`src/rtl/nrisc_pkg.sv`:
```
// nrisc shared package: PC control encodings and default widths.
// Imported by the PC unit, its bus interface and the return stack.
package nrisc_pkg;

  localparam int DEF_TAM = 16;

  localparam logic [1:0] PC_INC  = 2'b00;
  localparam logic [1:0] PC_HOLD = 2'b01;
  localparam logic [1:0] PC_ABS  = 2'b10;
  localparam logic [1:0] PC_REL  = 2'b11;

endpackage

```
`src/rtl/nrisc_pc_unit_if.sv`:
```
// Core <-> PC unit bus: control from the core,
// fetch address and stack status back to it.
interface nrisc_pc_unit_if
  import nrisc_pkg::*;
#(
  parameter int TAM = DEF_TAM
);

  logic [1:0]     CORE_PC_ctrl;
  logic [TAM-1:0] CORE_PC_target;
  logic           CORE_PC_call;
  logic           CORE_PC_ret;
  logic [TAM-1:0] IDATA_ADDR;
  logic           IDATA_rd;
  logic           STACK_ovf;
  logic           STACK_unf;

  modport master (
    output CORE_PC_ctrl,
    output CORE_PC_target,
    output CORE_PC_call,
    output CORE_PC_ret,
    input  IDATA_ADDR,
    input  IDATA_rd,
    input  STACK_ovf,
    input  STACK_unf
  );

  modport slave (
    input  CORE_PC_ctrl,
    input  CORE_PC_target,
    input  CORE_PC_call,
    input  CORE_PC_ret,
    output IDATA_ADDR,
    output IDATA_rd,
    output STACK_ovf,
    output STACK_unf
  );

endinterface

```
`src/rtl/nrisc_ret_stack.sv`:
```
// Return-address stack with occupancy pointer 0..DEPTH.
// Entries are unreset; only the pointer is cleared.
module nrisc_ret_stack
  import nrisc_pkg::*;
#(
  parameter int W     = DEF_TAM,
  parameter int DEPTH = 4
) (
  input  logic         clk,
  input  logic         rst,
  input  logic         push,
  input  logic         pop,
  input  logic [W-1:0] push_data,
  output logic [W-1:0] top,
  output logic         full,
  output logic         empty
);

  localparam int AW = $clog2(DEPTH);

  logic [W-1:0]  mem [DEPTH];
  logic [AW:0]   ptr;
  logic [AW-1:0] wr_idx;
  logic [AW-1:0] top_idx;
  logic          do_push;
  logic          do_pop;

  assign full    = (ptr == (AW+1)'(DEPTH));
  assign empty   = (ptr == '0);
  assign wr_idx  = ptr[AW-1:0];
  assign top_idx = wr_idx - AW'(1);
  assign top     = mem[top_idx];
  assign do_push = push && !full;
  assign do_pop  = pop && !empty;

  always_ff @(posedge clk or negedge rst) begin
    if (!rst) begin
      ptr <= '0;
    end else if (do_push && !do_pop) begin
      ptr <= ptr + (AW+1)'(1);
    end else if (do_pop && !do_push) begin
      ptr <= ptr - (AW+1)'(1);
    end
  end

  always_ff @(posedge clk) begin
    if (do_push) begin
      mem[wr_idx] <= push_data;
    end
  end

endmodule

```
`src/rtl/nrisc_pc_unit.sv`:
```
// nrisc program counter: inc/hold/abs/rel with call/ret stack.
// Priority is ret > call > ctrl; all outputs are registered.
module nrisc_pc_unit
  import nrisc_pkg::*;
#(
  parameter int             TAM          = DEF_TAM,
  parameter int             STACK_DEPTH  = 4,
  parameter logic [TAM-1:0] RESET_VECTOR = '0
) (
  input  logic             clk,
  input  logic             rst,
  nrisc_pc_unit_if.slave   bus
);

  logic [TAM-1:0] pc_q;
  logic [TAM-1:0] pc_n;
  logic [TAM-1:0] pc_inc;
  logic [TAM-1:0] top;
  logic [1:0]     ctrl;
  logic           rd_q;
  logic           rd_n;
  logic           ovf_q;
  logic           ovf_n;
  logic           unf_q;
  logic           unf_n;
  logic           push;
  logic           pop;
  logic           full;
  logic           empty;

  assign ctrl   = bus.CORE_PC_ctrl;
  assign pc_inc = pc_q + TAM'(1);
  assign rd_n   = !((ctrl == PC_HOLD) && !bus.CORE_PC_ret);

  always_comb begin
    pc_n  = pc_q;
    push  = 1'b0;
    pop   = 1'b0;
    ovf_n = ovf_q;
    unf_n = unf_q;
    if (bus.CORE_PC_ret) begin
      if (!empty) begin
        pc_n = top;
        pop  = 1'b1;
      end else begin
        pc_n  = RESET_VECTOR;
        unf_n = 1'b1;
      end
    end else begin
      unique case (1'b1)
        (ctrl == PC_INC):  pc_n = pc_inc;
        (ctrl == PC_HOLD): pc_n = pc_q;
        (ctrl == PC_ABS): begin
          pc_n = bus.CORE_PC_target;
          // overflowing call still jumps, only the push is dropped
          if (bus.CORE_PC_call) begin
            if (full) ovf_n = 1'b1;
            else      push  = 1'b1;
          end
        end
        (ctrl == PC_REL):  pc_n = pc_q + bus.CORE_PC_target;
        default:           pc_n = pc_q;
      endcase
    end
  end

  always_ff @(posedge clk or negedge rst) begin
    if (!rst) begin
      pc_q  <= RESET_VECTOR;
      rd_q  <= 1'b0;
      ovf_q <= 1'b0;
      unf_q <= 1'b0;
    end else begin
      pc_q  <= pc_n;
      rd_q  <= rd_n;
      ovf_q <= ovf_n;
      unf_q <= unf_n;
    end
  end

  nrisc_ret_stack #(
    .W     (TAM),
    .DEPTH (STACK_DEPTH)
  ) u_stack (
    .clk       (clk),
    .rst       (rst),
    .push      (push),
    .pop       (pop),
    .push_data (pc_inc),
    .top       (top),
    .full      (full),
    .empty     (empty)
  );

  assign bus.IDATA_ADDR = pc_q;
  assign bus.IDATA_rd   = rd_q;
  assign bus.STACK_ovf  = ovf_q;
  assign bus.STACK_unf  = unf_q;

endmodule

```
`src/flat_wrapper.sv`:
```
// flat-port wrapper written by rule: the top's interface ports become plain ports
module nrisc_pc_unit_flat import nrisc_pkg::*;
#(
  parameter int             TAM          = DEF_TAM,
  parameter int             STACK_DEPTH  = 4,
  parameter logic [TAM-1:0] RESET_VECTOR = '0
)
  (clk, rst, bus_CORE_PC_ctrl, bus_CORE_PC_target, bus_CORE_PC_call, bus_CORE_PC_ret, bus_IDATA_ADDR, bus_IDATA_rd, bus_STACK_ovf, bus_STACK_unf);
  nrisc_pc_unit_if #(.TAM(TAM)) bus_i ();
  input  logic clk;
  input  logic rst;
  input wire logic [$bits(bus_i.CORE_PC_ctrl)-1:0] bus_CORE_PC_ctrl;
  input wire logic [$bits(bus_i.CORE_PC_target)-1:0] bus_CORE_PC_target;
  input wire logic [$bits(bus_i.CORE_PC_call)-1:0] bus_CORE_PC_call;
  input wire logic [$bits(bus_i.CORE_PC_ret)-1:0] bus_CORE_PC_ret;
  output wire logic [$bits(bus_i.IDATA_ADDR)-1:0] bus_IDATA_ADDR;
  output wire logic [$bits(bus_i.IDATA_rd)-1:0] bus_IDATA_rd;
  output wire logic [$bits(bus_i.STACK_ovf)-1:0] bus_STACK_ovf;
  output wire logic [$bits(bus_i.STACK_unf)-1:0] bus_STACK_unf;
  assign bus_i.CORE_PC_ctrl = bus_CORE_PC_ctrl;
  assign bus_i.CORE_PC_target = bus_CORE_PC_target;
  assign bus_i.CORE_PC_call = bus_CORE_PC_call;
  assign bus_i.CORE_PC_ret = bus_CORE_PC_ret;
  assign bus_IDATA_ADDR = bus_i.IDATA_ADDR;
  assign bus_IDATA_rd = bus_i.IDATA_rd;
  assign bus_STACK_ovf = bus_i.STACK_ovf;
  assign bus_STACK_unf = bus_i.STACK_unf;
  nrisc_pc_unit #(.TAM(TAM), .STACK_DEPTH(STACK_DEPTH), .RESET_VECTOR(RESET_VECTOR)) u_core (.clk(clk), .rst(rst), .bus(bus_i));
endmodule
```
`config.mk`:
```
export PLATFORM = sky130hd
export DESIGN_NAME = nrisc_pc_unit_flat
export DESIGN_NICKNAME = d
export VERILOG_FILES = /design/src/rtl/nrisc_pkg.sv /design/src/rtl/nrisc_pc_unit_if.sv /design/src/rtl/nrisc_ret_stack.sv /design/src/rtl/nrisc_pc_unit.sv /design/src/flat_wrapper.sv
export SDC_FILE = /design/constraint.sdc
export NUM_CORES = 1
export LEC_CHECK = 0
export BUFFER_PORTS_ARGS = -buffer_cell sky130_fd_sc_hd__buf_2
export CAP_MARGIN = 15
export CORE_UTILIZATION = 40
export DETAILED_ROUTE_END_ITERATION = 7
export RECOVER_POWER = 25
export SYNTH_ARGS = -nofsm -noshare
export SYNTH_HDL_FRONTEND = slang
export SYNTH_HIERARCHICAL = 1
export SYNTH_SLANG_ARGS = --single-unit
```
`constraint.sdc`:
```
create_clock -name clk -period 4.9 [get_ports clk]
set_input_delay 0.735 -clock clk [delete_from_list [all_inputs] [get_ports clk]]
set_output_delay 0.735 -clock clk [all_outputs]
set_load 0.05 [all_outputs]
```
==> qor.json <==
{
  "synth_top_cells_by_area": {"value": "sky130_fd_sc_hd__edfxtp_1, sky130_fd_sc_hd__dfrtp_1, sky130_fd_sc_hd__ha_1"},
  "min_delay_path_depth": {"value": 1},
  "worst_r2r_path_depth": {"value": 13},
  "synth_xor_area_share": {"value": 5.626, "unit": "%"},
  "total_switching_power": {"value": 1.470, "unit": "mW"},
  "period_minus_slack": {"value": 3.113, "unit": "ns"},
  "min_period_over_period": {"value": 63.53, "unit": "%"},
  "grt_max_degree": {"value": 27},
  "grt_use_met1": {"value": 25.51, "unit": "%"},
  "design.die.area": {"value": 0.01245, "unit": "mm²"},
  "detailroute.via_count": {"value": 3256},
  "area_fraction_in_compound_gates_after_synthesis": {"value": 14.54, "unit": "%"},
  "grt_util_met3": {"value": 2.940, "unit": "%"},
  "timing.critical_path.arrival": {"value": 3.37, "unit": "ns"},
  "post_synth_num_cell_types": {"value": 64},
  "multiInputGateArea": {"value": 0.002182, "unit": "mm²"},
  "detail_route.drc_violations": {"value": 8},
  "finish.cell_count_without_fillers": {"value": 573},
  "combPwrFrac": {"value": 47.7, "unit": "%"},
  "io_buffer_count": {"value": 40},
  "detail_route.wirelength": {"value": 10.86, "unit": "mm"},
  "gr-usage-met2": {"value": 30.13, "unit": "%"},
  "finalSetupTns": {"value": 0, "unit": "ns"},
  "power.switching_fraction": {"value": 41.54, "unit": "%"},
  "clk_root_buffer_cell": {"value": "sky130_fd_sc_hd__clkbuf_16"},
  "grt_pass1_vias": {"value": 3286},
  "synth_edf_count": {"value": 64},
  "max_slew_margin": {"value": 9.662, "unit": "%"},
  "top_usage_layer": {"value": "met2"},
  "worst_clock_skew": {"value": 0.01038, "unit": "ns"},
  "fmax": {"value": 321.3, "unit": "MHz"},
  "initial_utilization": {"value": 41.53, "unit": "%"},
  "postSynthCellCount": {"value": 383},
  "synth_mux_area_share": {"value": 9.456, "unit": "%"},
  "clkTransAtPathRegs": {"value": 0.07, "unit": "ns"},
  "ys_seq_elements": {"value": 86},
  "cts_setup_buffers": {"value": 0},
  "antenna_violating_nets_post_route": {"value": 0},
  "final-seq-area": {"value": 0.002472, "unit": "mm²"},
  "yosys.area.top_type_share": {"value": 40.01, "unit": "%"},
  "synth.avg_cell_area": {"value": 12.54, "unit": "µm²"},
  "number_of_fillers_in_the_final_layout": {"value": 1010},
  "yosys_warnings": {"value": 6},
  "clock_buffer_count_from_cts": {"value": 9},
  "number_of_antenna_violations_at_the_first_check_in_global_routing": {"value": 0},
  "cts_hold_buf": {"value": 0},
  "final_nets": {"value": 470},
  "outcome": {"value": "complete, but fails checks"},
  "post-synth-top-area-cell": {"value": "sky130_fd_sc_hd__edfxtp_1"},
  "detail_route.wl_per_cell": {"value": 18.94, "unit": "µm"},
  "clk_latency": {"value": 0.33, "unit": "ns"},
  "detail_route.iter0.violations": {"value": 245},
  "placed_cell_area": {"value": 0.005120, "unit": "mm²"},
  "core_region_area": {"value": 0.01156, "unit": "mm²"},
  "cp_max_fo": {"value": 21},
  "tritoncts": {"value": "yes"},
  "antenna-diode-count": {"value": 0},
  "cp-start-kind": {"value": "register"},
  "sort_of_element_at_the_end_of_the_critical_path": {"value": "register"},
  "synth_area": {"value": 0.004803, "unit": "mm²"},
  "area_growth": {"value": 13.02, "unit": "%"},
  "post_synth_and_or_nand_nor_area_fraction": {"value": 9.508, "unit": "%"},
  "clockPowerShare": {"value": 20.0, "unit": "%"},
  "p_leak": {"value": 2.132, "unit": "nW"},
  "dp.cells": {"value": 557},
  "die_w": {"value": 111.6, "unit": "µm"},
  "die_height": {"value": 111.6, "unit": "µm"},
  "pwr_density_cell": {"value": 652.0, "unit": "mW/mm²"},
  "power.internal": {"value": 2.070, "unit": "mW"},
  "commonest_cells_post_synth": {"value": "sky130_fd_sc_hd__edfxtp_1, sky130_fd_sc_hd__a21oi_1, sky130_fd_sc_hd__nand2_1, sky130_fd_sc_hd__nor2_1, sky130_fd_sc_hd__dfrtp_1"},
  "max-cap-violations": {"value": 0},
  "hold_class": {"value": "reg2reg"},
  "detailed_placement_wirelength_estimate": {"value": 7.882, "unit": "mm"},
  "number_of_max_slew_violations_in_the_final_report": {"value": 0},
  "dr.pass1.iters": {"value": 7},
  "grt_pass1_wl": {"value": 17.61, "unit": "mm"},
  "vias_per_cell": {"value": 5.682},
  "critical_path_required": {"value": 5.15, "unit": "ns"},
  "vdd.ir_drop.worst": {"value": 0.0001969, "unit": "V"},
  "num_io_pins": {"value": 41},
  "worst-setup-path-type": {"value": "reg2reg"},
  "timing.final.setup_violations": {"value": 0},
  "finish.instance_area": {"value": 0.005429, "unit": "mm²"},
  "synth_adder_area_share": {"value": 6.304, "unit": "%"},
  "synth_nets": {"value": 428},
  "seqPwrFrac": {"value": 32.3, "unit": "%"},
  "synthMostInstantiatedCell": {"value": "sky130_fd_sc_hd__edfxtp_1"},
  "timing_hold_violations_final": {"value": 0},
  "grt_overflow_total": {"value": 0},
  "drive_above_1_share": {"value": 18.84, "unit": "%"},
  "max_slew.worst_pin.slew": {"value": 1.355, "unit": "ns"},
  "synth_seq_area_share": {"value": 51.47, "unit": "%"},
  "cts_num_sinks": {"value": 86},
  "violations_in_the_final_reports": {"value": "design-rule violations"},
  "max-clock-path-buffers": {"value": 2},
  "cts_max_level": {"value": 3},
  "globalplace.congestion": {"value": 0.8751},
  "core.rowCount": {"value": 39},
  "cts_resized": {"value": 0},
  "grt.total_usage": {"value": 18.64, "unit": "%"},
  "postSynth.topFlopCell": {"value": "sky130_fd_sc_hd__edfxtp_1"},
  "ffs_w_async_s_r_synth": {"value": 25.58, "unit": "%"},
  "synth_top_family_by_area": {"value": "compound AO/OA/AOI/OAI gates"},
  "rsz0062_at_grt": {"value": "false"}
}
## registers in the layout (all words and copies together) (netlist names)
name / flops
u_core/bus.IDATA_ADDR: 16
u_core/bus.IDATA_rd: 1
u_core/bus.STACK_ovf: 1
u_core/bus.STACK_unf: 1
u_core/u_stack/mem: 64
u_core/u_stack/ptr: 3
## layer usage
metal	vias to the layer above	part of all wire (%)
met5	-	0
met4	0	1.9
met3	14	4.2
met2	80	47
met1	1610	47
li1	1552	-
## stage by stage
step | power [mW] | setup slack, ns | hold WS (ns) | utilization (%)
after detailed placement | 2.843 | 1.779 | 0.4480 | 44.27
after floorplan | 2.432 | 1.796 | 0.4394 | -
after CTS | 3.565 | 1.770 | 0.4088 | 46.99
after global placement | 2.817 | 1.857 | 0.4415 | 44.27
final | 3.540 | 1.787 | 0.4672 | 46.94
after global routing | 3.767 | 1.432 | 0.4880 | 46.94
## power by group through the flow
stage	clock network, mW	registers (mW)	logic, mW
floorplan	0	1.38	1.06
global placement	0	1.16	1.66
detailed placement	0	1.16	1.68
CTS	0.723	1.15	1.70
global route	0.745	1.17	1.85
finish	0.707	1.14	1.69
## area by class of cell
class	count	area share [%]
flip-flops and latches	86	45.54
multi-input cells	269	40.19
clock buffers	9	4.148
repair buffers	44	4.148
well taps	143	3.296
clock inverters	7	1.636
inverters	15	1.037
## final timing paths
| kind | start | to | slack (ns) |
|---|---|---|---|
| worst min register to register | u_core/bus.STACK_unf$_DFFE_PN0P_ | u_core/bus.STACK_unf$_DFFE_PN0P_ | 0.47 |
| worst max register to register | u_core/u_stack/ptr[0]$_DFFE_PN0P_ | u_core/u_stack/ptr[2]$_DFFE_PN0P_ | 1.79 |
| worst max-delay path | u_core/u_stack/ptr[0]$_DFFE_PN0P_ | u_core/u_stack/ptr[2]$_DFFE_PN0P_ | 1.79 |
| worst min-delay path | u_core/bus.STACK_unf$_DFFE_PN0P_ | u_core/bus.STACK_unf$_DFFE_PN0P_ | 0.47 |
| min in group asynchronous | rst | u_core/bus.IDATA_ADDR[0]$_DFFE_PN0P_ | 0.70 |
| max in group asynchronous | rst | u_core/u_stack/ptr[0]$_DFFE_PN0P_ | 3.40 |
## worst max-delay path: stages, from the launching register on
cell and delay, ns:
sky130_fd_sc_hd__dfrtp_1 0.32, sky130_fd_sc_hd__buf_4 0.33, sky130_fd_sc_hd__inv_1 0.12, sky130_fd_sc_hd__ha_1 0.23, sky130_fd_sc_hd__nand2_1 0.13, sky130_fd_sc_hd__inv_1 0.07
sky130_fd_sc_hd__nor4b_1 0.53, sky130_fd_sc_hd__and2_1 0.22, sky130_fd_sc_hd__ha_1 0.19, sky130_fd_sc_hd__inv_1 0.06, sky130_fd_sc_hd__fa_1 0.37, sky130_fd_sc_hd__xor2_1 0.17
sky130_fd_sc_hd__nor2_1 0.12, sky130_fd_sc_hd__xor2_1 0.17
## cell families (layout without fill, tap and decap cells)
logic type | after synthesis | after routing
XOR/XNOR | 30 | 30
multiplexers | 22 | 22
AND/OR/NAND/NOR | 90 | 90
adder cells (fa/ha/maj) | 23 | 23
buffers and inverters | 28 | 75
AO/OA/AOI/OAI | 104 | 104
flip-flops | 86 | 86
## cells in the final DEF, fill, tap and decap left out, types with 4 or more instances in the layout
cell | synthesis | routed
sky130_fd_sc_hd__edfxtp_1 | 64 | 64
sky130_fd_sc_hd__buf_2 | 4 | 36
sky130_fd_sc_hd__a21oi_1 | 31 | 31
sky130_fd_sc_hd__nand2_1 | 28 | 28
sky130_fd_sc_hd__nor2_1 | 24 | 24
sky130_fd_sc_hd__dfrtp_1 | 22 | 22
sky130_fd_sc_hd__ha_1 | 21 | 21
sky130_fd_sc_hd__o21ai_0 | 18 | 18
sky130_fd_sc_hd__xnor2_1 | 16 | 16
sky130_fd_sc_hd__inv_1 | 13 | 14
sky130_fd_sc_hd__xor2_1 | 13 | 13
sky130_fd_sc_hd__a21o_1 | 11 | 11
sky130_fd_sc_hd__clkbuf_16 | 0 | 9
sky130_fd_sc_hd__mux4_2 | 8 | 8
sky130_fd_sc_hd__mux4_1 | 8 | 8
sky130_fd_sc_hd__nand3_1 | 6 | 6
sky130_fd_sc_hd__o21a_1 | 6 | 6
sky130_fd_sc_hd__and3_1 | 5 | 5
sky130_fd_sc_hd__nor2b_1 | 5 | 5
sky130_fd_sc_hd__clkbuf_1 | 4 | 4
sky130_fd_sc_hd__and2_1 | 4 | 4
sky130_fd_sc_hd__a22oi_1 | 4 | 4
sky130_fd_sc_hd__a211oi_1 | 4 | 4
sky130_fd_sc_hd__o22ai_1 | 4 | 4
sky130_fd_sc_hd__buf_4 | 2 | 4
Note: power is estimated with default switching activity, not from simulation.
